===== src/rtl/ones_pattern_generator_pkg.sv =====
// Shared types and helpers for the ones pattern generator.
// Pattern helpers return a wide vector; callers cast down to their own width.
package ones_pattern_generator_pkg;

    typedef enum logic {
        ST_IDLE = 1'b0,
        ST_RUN  = 1'b1
    } state_e;

    localparam int unsigned DEF_FEATURES = 8;
    localparam int unsigned MAX_FEATURES = 64;
    localparam int unsigned CNT_W        = $clog2(DEF_FEATURES + 1);

    // Smallest vector with k bits set: k ones packed at the bottom.
    function automatic logic [MAX_FEATURES-1:0] first_pattern(input int unsigned k);
        logic [MAX_FEATURES-1:0] one;
        one    = '0;
        one[0] = 1'b1;
        if (k >= MAX_FEATURES) begin
            return '1;
        end
        return (one << k) - one;
    endfunction

    // Largest n-bit vector with k bits set: k ones packed at the top (k <= n).
    function automatic logic [MAX_FEATURES-1:0] last_pattern(input int unsigned k,
                                                             input int unsigned n);
        return first_pattern(k) << (n - k);
    endfunction

endpackage


===== src/rtl/ones_pattern_generator_next.sv =====
// Combinational Gosper step: next larger N-bit value with the same popcount.
// The caller never feeds the final pattern, so the add cannot carry out.
module ones_pattern_next #(
    parameter int unsigned N = 8
) (
    input  logic [N-1:0] x_i,
    output logic [N-1:0] next_o
);

    logic [N-1:0] lowest;
    logic [N-1:0] ripple;
    logic [N-1:0] tail;
    int unsigned  tz;

    // Trailing-zero count, lowest set bit, ripple add, and re-packed tail ones.
    always_comb begin
        tz = 0;
        for (int i = N - 1; i >= 0; i--) begin
            if (x_i[i]) begin
                tz = i;
            end
        end
        lowest = x_i & (~x_i + N'(1));
        ripple = x_i + lowest;
        tail   = ((x_i ^ ripple) >> 2) >> tz;
        next_o = ripple | tail;
    end

endmodule


===== src/rtl/ones_pattern_generator.sv =====
// Emits every INPUT_FEATURES-bit vector with exactly K bits set, ascending,
// one per accepted valid/ready beat. All outputs are registered.
// Optional self-check enabled by macro ONES_PATTERN_CHECK_EN: popcount and
// strict ordering of every accepted beat, reported on a sticky error_o.
//
// state    | meaning
// ST_IDLE  | waiting for start_i; features_o holds the final pattern of last run
// ST_RUN   | presenting a beat; advances on valid_o & ready_i, ends after last_o
module ones_pattern_generator
    import ones_pattern_generator_pkg::*;
#(
    parameter int unsigned INPUT_FEATURES = DEF_FEATURES
) (
    input  logic                                  clock_i,
    input  logic                                  reset_i,
    input  logic                                  start_i,
    input  logic [$clog2(INPUT_FEATURES+1)-1:0]   ones_i,
    input  logic                                  ready_i,
    output logic [INPUT_FEATURES-1:0]             features_o,
    output logic                                  valid_o,
    output logic                                  last_o,
    output logic                                  busy_o,
    output logic                                  error_o
);

    localparam int unsigned N  = INPUT_FEATURES;
    localparam int unsigned CW = $clog2(N + 1);

    state_e         state_q, state_d;
    logic [N-1:0]   features_q, features_d;
    logic           valid_q, valid_d;
    logic           last_q, last_d;
    logic           busy_q, busy_d;
    logic [CW-1:0]  keff_q, keff_d;

    logic [N-1:0]   next_pattern;
    logic [CW-1:0]  keff_in;
    logic           accept;
    logic           start_take;

    ones_pattern_next #(.N(N)) u_next (
        .x_i    (features_q),
        .next_o (next_pattern)
    );

    assign accept     = (state_q == ST_RUN) && valid_q && ready_i;
    assign start_take = (state_q == ST_IDLE) && start_i;
    assign keff_in    = (32'(ones_i) > N) ? CW'(N) : ones_i;

    // Next-state and registered-output logic for the run sequencer.
    always_comb begin
        state_d    = state_q;
        features_d = features_q;
        valid_d    = valid_q;
        last_d     = last_q;
        busy_d     = busy_q;
        keff_d     = keff_q;
        case (state_q)
            ST_IDLE: begin
                if (start_i) begin
                    keff_d     = keff_in;
                    features_d = N'(first_pattern(32'(keff_in)));
                    valid_d    = 1'b1;
                    busy_d     = 1'b1;
                    last_d     = (keff_in == '0) || (32'(keff_in) == N);
                    state_d    = ST_RUN;
                end
            end
            ST_RUN: begin
                if (accept) begin
                    if (last_q) begin
                        valid_d = 1'b0;
                        busy_d  = 1'b0;
                        last_d  = 1'b0;
                        state_d = ST_IDLE;
                    end else begin
                        features_d = next_pattern;
                        last_d     = (next_pattern == N'(last_pattern(32'(keff_q), N)));
                    end
                end
            end
            default: begin
                state_d = ST_IDLE;
                valid_d = 1'b0;
                busy_d  = 1'b0;
                last_d  = 1'b0;
            end
        endcase
    end

    // Sequencer registers; reset aborts any run in progress.
    always_ff @(posedge clock_i or negedge reset_i) begin
        if (!reset_i) begin
            state_q    <= ST_IDLE;
            features_q <= '0;
            valid_q    <= 1'b0;
            last_q     <= 1'b0;
            busy_q     <= 1'b0;
            keff_q     <= '0;
        end else begin
            state_q    <= state_d;
            features_q <= features_d;
            valid_q    <= valid_d;
            last_q     <= last_d;
            busy_q     <= busy_d;
            keff_q     <= keff_d;
        end
    end

    assign features_o = features_q;
    assign valid_o    = valid_q;
    assign last_o     = last_q;
    assign busy_o     = busy_q;

`ifdef ONES_PATTERN_CHECK_EN
    // The checker observes the output port itself so it sees what the consumer sees.
    logic           chk_v_q, chk_v_d;
    logic [CW-1:0]  chk_pop_q, chk_pop_d;
    logic [CW-1:0]  chk_k_q, chk_k_d;
    logic [N-1:0]   chk_feat_q, chk_feat_d;
    logic [N-1:0]   chk_prev_q, chk_prev_d;
    logic           chk_has_prev_q, chk_has_prev_d;
    logic [N-1:0]   prev_feat_q, prev_feat_d;
    logic           has_prev_q, has_prev_d;
    logic           err_q, err_d;
    logic [CW-1:0]  pop;

    // Capture each accepted beat, then judge it one cycle later.
    always_comb begin
        pop = '0;
        for (int i = 0; i < N; i++) begin
            pop = pop + CW'(features_o[i]);
        end
        chk_v_d        = accept;
        chk_pop_d      = chk_pop_q;
        chk_k_d        = chk_k_q;
        chk_feat_d     = chk_feat_q;
        chk_prev_d     = chk_prev_q;
        chk_has_prev_d = chk_has_prev_q;
        prev_feat_d    = prev_feat_q;
        has_prev_d     = has_prev_q;
        err_d          = err_q;
        if (accept) begin
            chk_pop_d      = pop;
            chk_k_d        = keff_q;
            chk_feat_d     = features_o;
            chk_prev_d     = prev_feat_q;
            chk_has_prev_d = has_prev_q;
            prev_feat_d    = features_o;
            has_prev_d     = 1'b1;
        end
        if (start_take) begin
            has_prev_d = 1'b0;
        end
        if (chk_v_q && ((chk_pop_q != chk_k_q) ||
                        (chk_has_prev_q && (chk_feat_q <= chk_prev_q)))) begin
            err_d = 1'b1;
        end
    end

    // Checker registers; error flag is sticky until reset.
    always_ff @(posedge clock_i or negedge reset_i) begin
        if (!reset_i) begin
            chk_v_q        <= 1'b0;
            chk_pop_q      <= '0;
            chk_k_q        <= '0;
            chk_feat_q     <= '0;
            chk_prev_q     <= '0;
            chk_has_prev_q <= 1'b0;
            prev_feat_q    <= '0;
            has_prev_q     <= 1'b0;
            err_q          <= 1'b0;
        end else begin
            chk_v_q        <= chk_v_d;
            chk_pop_q      <= chk_pop_d;
            chk_k_q        <= chk_k_d;
            chk_feat_q     <= chk_feat_d;
            chk_prev_q     <= chk_prev_d;
            chk_has_prev_q <= chk_has_prev_d;
            prev_feat_q    <= prev_feat_d;
            has_prev_q     <= has_prev_d;
            err_q          <= err_d;
        end
    end

    assign error_o = err_q;
`else
    assign error_o = 1'b0;
`endif

endmodule


===== config.mk =====
export PLATFORM = sky130hd
export DESIGN_NAME = ones_pattern_generator
export DESIGN_NICKNAME = d
export VERILOG_FILES = /design/src/rtl/ones_pattern_generator_pkg.sv /design/src/rtl/ones_pattern_generator_next.sv /design/src/rtl/ones_pattern_generator.sv
export SDC_FILE = /design/constraint.sdc
export NUM_CORES = 1
export LEC_CHECK = 0
export CAP_MARGIN = 15
export CORE_MARGIN = 2
export CORE_UTILIZATION = 59
export CTS_BUF_LIST = sky130_fd_sc_hd__clkbuf_4 sky130_fd_sc_hd__clkbuf_8 sky130_fd_sc_hd__clkbuf_16
export DETAILED_ROUTE_END_ITERATION = 8
export PLACE_DENSITY = 0.81
export SLEW_MARGIN = 0
export SYNTH_ARGS = -nofsm -noshare
export SYNTH_HDL_FRONTEND = slang
export SYNTH_SLANG_ARGS = --single-unit
export TNS_END_PERCENT = 100

===== constraint.sdc =====
create_clock -name clock_i -period 4.1 [get_ports clock_i]
set_input_delay 0.615 -clock clock_i [delete_from_list [all_inputs] [get_ports clock_i]]
set_output_delay 0.615 -clock clock_i [all_outputs]
set_load 0.01 [all_outputs]

==> flow_metrics.env <==
export IMPL_synth_edf_count=0
export IMPL_cts_tree="done"
export IMPL_grt_max_degree=24
export IMPL_synthMuxAreaShare_pct=3.33
export IMPL_synthToLayoutAreaGrowth_pct=7.97
export IMPL_final_max_slew_viol_count=0
export IMPL_synth_nets=329
export IMPL_initial_core_util_pct=61.0
export IMPL_synthSimpleGateAreaFrac_pct=30.2
export IMPL_wl_microns=5750
export IMPL_crit_path_start_kind="register"
export IMPL_synth_adder_area_share_pct=4.52
export IMPL_final_util_pct=65.8
export IMPL_hold_viol_final=0
export IMPL_fp_dieW_microns=65.3
export IMPL_nets=327
export IMPL_rows=22
export IMPL_h_tree_depth=1
export IMPL_syn_inst=313
export IMPL_synth_top_family_by_area="compound AO/OA/AOI/OAI gates"
export IMPL_drt_pass1_iter_count=5
export IMPL_min_delay_path_depth=2
export IMPL_worstMarginPinSlew_ns=0.692
export IMPL_hpwl_microns=4360
export IMPL_clock_fmax_ghz=0.270
export IMPL_reg2reg_depth=14
export IMPL_synth_seq_cells=15
export IMPL_ff_latch_area_sq_um=375
export IMPL_synth_seq_area_share_pct=16.9
export IMPL_synth_compound_area_share_pct=34.7
export IMPL_crit_fanout=11
export IMPL_routabilityCongestion=0.934
export IMPL_drv_cap=0
export IMPL_synthFlopType="dfrtp_1"
export IMPL_antenna_found_initial=0
export IMPL_yosysUniqueCellTypes=73
export IMPL_clk_latency_ns=0.25
export IMPL_worstPathArrival_ns=3.88
export IMPL_grtUsageTotal_pct=27.7
export IMPL_post_synth_cell_area_avg_sq_um=7.08
export IMPL_multi_input_comb_area_sq_mm=0.00165
export IMPL_hold_path_class="register to register"
export IMPL_synth_xor_area_share_pct=1.58
export IMPL_hold_end="busy_o"
export IMPL_cts_buffer_depth=2
export IMPL_setup_viol=0
export IMPL_ys_warn_count=0
export IMPL_postCtsHoldBufs=0
export IMPL_cp_end_kind="register"
export IMPL_post_cts_buffers=0
export IMPL_wire_per_inst_microns=16.0
export IMPL_cts_made_buffers=3
export IMPL_core_sq_mm=0.00363
export IMPL_placed_cell_area_sq_mm=0.00234
export IMPL_die_area_sq_mm=0.00426
export IMPL_r2r_slack_ns=0.40
export IMPL_fin_skew_ns=0.00613
export IMPL_drcViolationCount=0
export IMPL_diodes=0
export IMPL_drive_above_1_share_pct=5.16
export IMPL_rsz0062_at_grt="no"
export IMPL_cts_resized=0
export IMPL_tns_ns=0
export IMPL_fin_crit_ns=3.70
export IMPL_criticalPathCategory="register to register"
export IMPL_required_ns=4.28
export IMPL_path_clk_slew_ns=0.06
export IMPL_fp_dieH_microns=65.3
export IMPL_hp_start="busy_o"
export IMPL_root_buffer="clkbuf_8"
export IMPL_ant_nets=0
export IMPL_vias=2412
export IMPL_async_flop_share_pct=100
export IMPL_nFillCells=347
export IMPL_r2r_end="last_o"
export IMPL_io_pins=20
export IMPL_grt_pass1_vias=2062
export IMPL_final_cell_area_sq_mm=0.00239
export IMPL_viasPerCell=6.74
export IMPL_r2r_start="keff_q[0]"
export IMPL_grt_pass1_wl_microns=9450
export IMPL_clkSinkCount=15
export IMPL_syn_cell_area_sq_mm=0.00221
export IMPL_numPortBuffers=18
export IMPL_grt_overflow_total=0
export IMPL_finalCritPeriodShare_pct=90.3
export IMPL_slew_headroom_pct=53.9
export IMPL_status="complete, no violations"
export IMPL_drt_iter0_drc=302
worst max path at each step:
stage               slack [ns]      to  cells after the start       from
CTS                       0.42  last_o                     14  keff_q[0]
detailed placement        0.43  last_o                     14  keff_q[0]
finish                    0.40  last_o                     14  keff_q[0]
floorplan                 0.63  last_o                     15  keff_q[0]
global placement          0.57  last_o                     14  keff_q[0]
global route               0.1  last_o                     14  keff_q[0]
critical path: stages (launching register included):
cell and delay [ns]:
dfrtp_1 0.35, clkinv_1 0.29, ha_1 0.37, ha_1 0.25
nor2b_1 0.20, inv_1 0.09, ha_1 0.31, or3b_2 0.49
a32o_1 0.28, nand3_1 0.08, o211ai_1 0.14, nand4_1 0.12
nand4_1 0.09, or4_1 0.46, o21ai_1 0.12
state kept, by name, indices dropped and copies added (netlist names):
register    cells
features_o      8
keff_q          4
busy_o          1
last_o          1
state_q         1
logic make-up after synthesis:
family	Yosys count
and+or+nand+nor	130
AOI/OAI and AO/OA	104
buffers and inverters	44
DFF	15
adders and majority gates	8
muxes	7
xor gates and xnor gates	4
other	1
synth_stat cells, types with 3 or more instances:
cell	count	area share, %
nand3_1	7	1.6
a31oi_1	3	0.85
o21ai_0	25	5.6
or3_1	6	1.7
o31ai_1	5	1.7
nand4b_1	3	1.2
nand4_1	3	0.85
dfrtp_1	15	17
nor2b_1	6	1.7
o2111ai_1	3	1.2
and3_1	4	1.1
a211oi_1	3	1.0
nor2_1	21	3.6
a21o_1	3	1.0
buf_2	6	1.4
or4_1	3	1.0
a311o_1	3	1.4
o2bb2ai_1	3	1.2
mux2i_1	4	1.8
nor4_1	5	1.4
nand2b_1	7	2.0
inv_1	17	2.9
o211ai_1	3	1.0
a21oi_1	15	3.4
clkbuf_1	16	2.7
o21ai_1	3	0.68
nand2_1	39	6.6
mux2_2	3	1.5
nor3_1	13	2.9
ha_1	8	4.5
area by class of cell:
| cell class | count | area share, % |
|---|---|---|
| Clock buffer | 4 | 2.04 |
| Inverter | 18 | 2.83 |
| Multi-Input combinational cell | 254 | 69.1 |
| Sequential cell | 15 | 15.7 |
| Tap cell | 48 | 2.51 |
| Timing Repair Buffer | 19 | 7.85 |
layer usage:
layer / part of all wire, % / track usage, % / up-vias
met1: 46 / 41.3 / 1106
met3: 8.3 / 2.57 / 16
met2: 45 / 42.7 / 121
li1: - / - / 1169
met4: 1.5 / 7.55 / 0
met5: 0 / 0 / -
cell usage in the layout, fill, tap and decap left out, types with 3 or more instances in the layout:
cell type,n
o21ai_0,25
nor2b_1,6
a31oi_1,3
o2111ai_1,3
nor3_1,13
nand4_1,3
clkbuf_8,3
mux2_2,3
nand4b_1,3
o31ai_1,5
or4_1,3
clkdlybuf4s50_1,18
a21oi_1,15
nor2_1,21
o21ai_1,3
nand3_1,7
ha_1,8
nor4_1,5
nand2_1,39
o211ai_1,3
inv_1,17
o2bb2ai_1,3
nand2b_1,7
a211oi_1,3
a311o_1,3
a21o_1,3
or3_1,6
mux2i_1,4
dfrtp_1,15
and3_1,4
per-stage QoR:
stage / setup slack [ns] / cells / hold slack (ns)
floorplan: 0.627 / 313 / 0.319
global placement: 0.571 / 354 / 0.583
detailed placement: 0.426 / 354 / 0.587
CTS: 0.416 / 358 / 0.598
global route: 0.0958 / 358 / 0.637
finish: 0.396 / 358 / 0.596
Power is left out: the tool's default activity adds up to more than one toggle a clock period on the data nets, which glitch-free logic cannot reach.
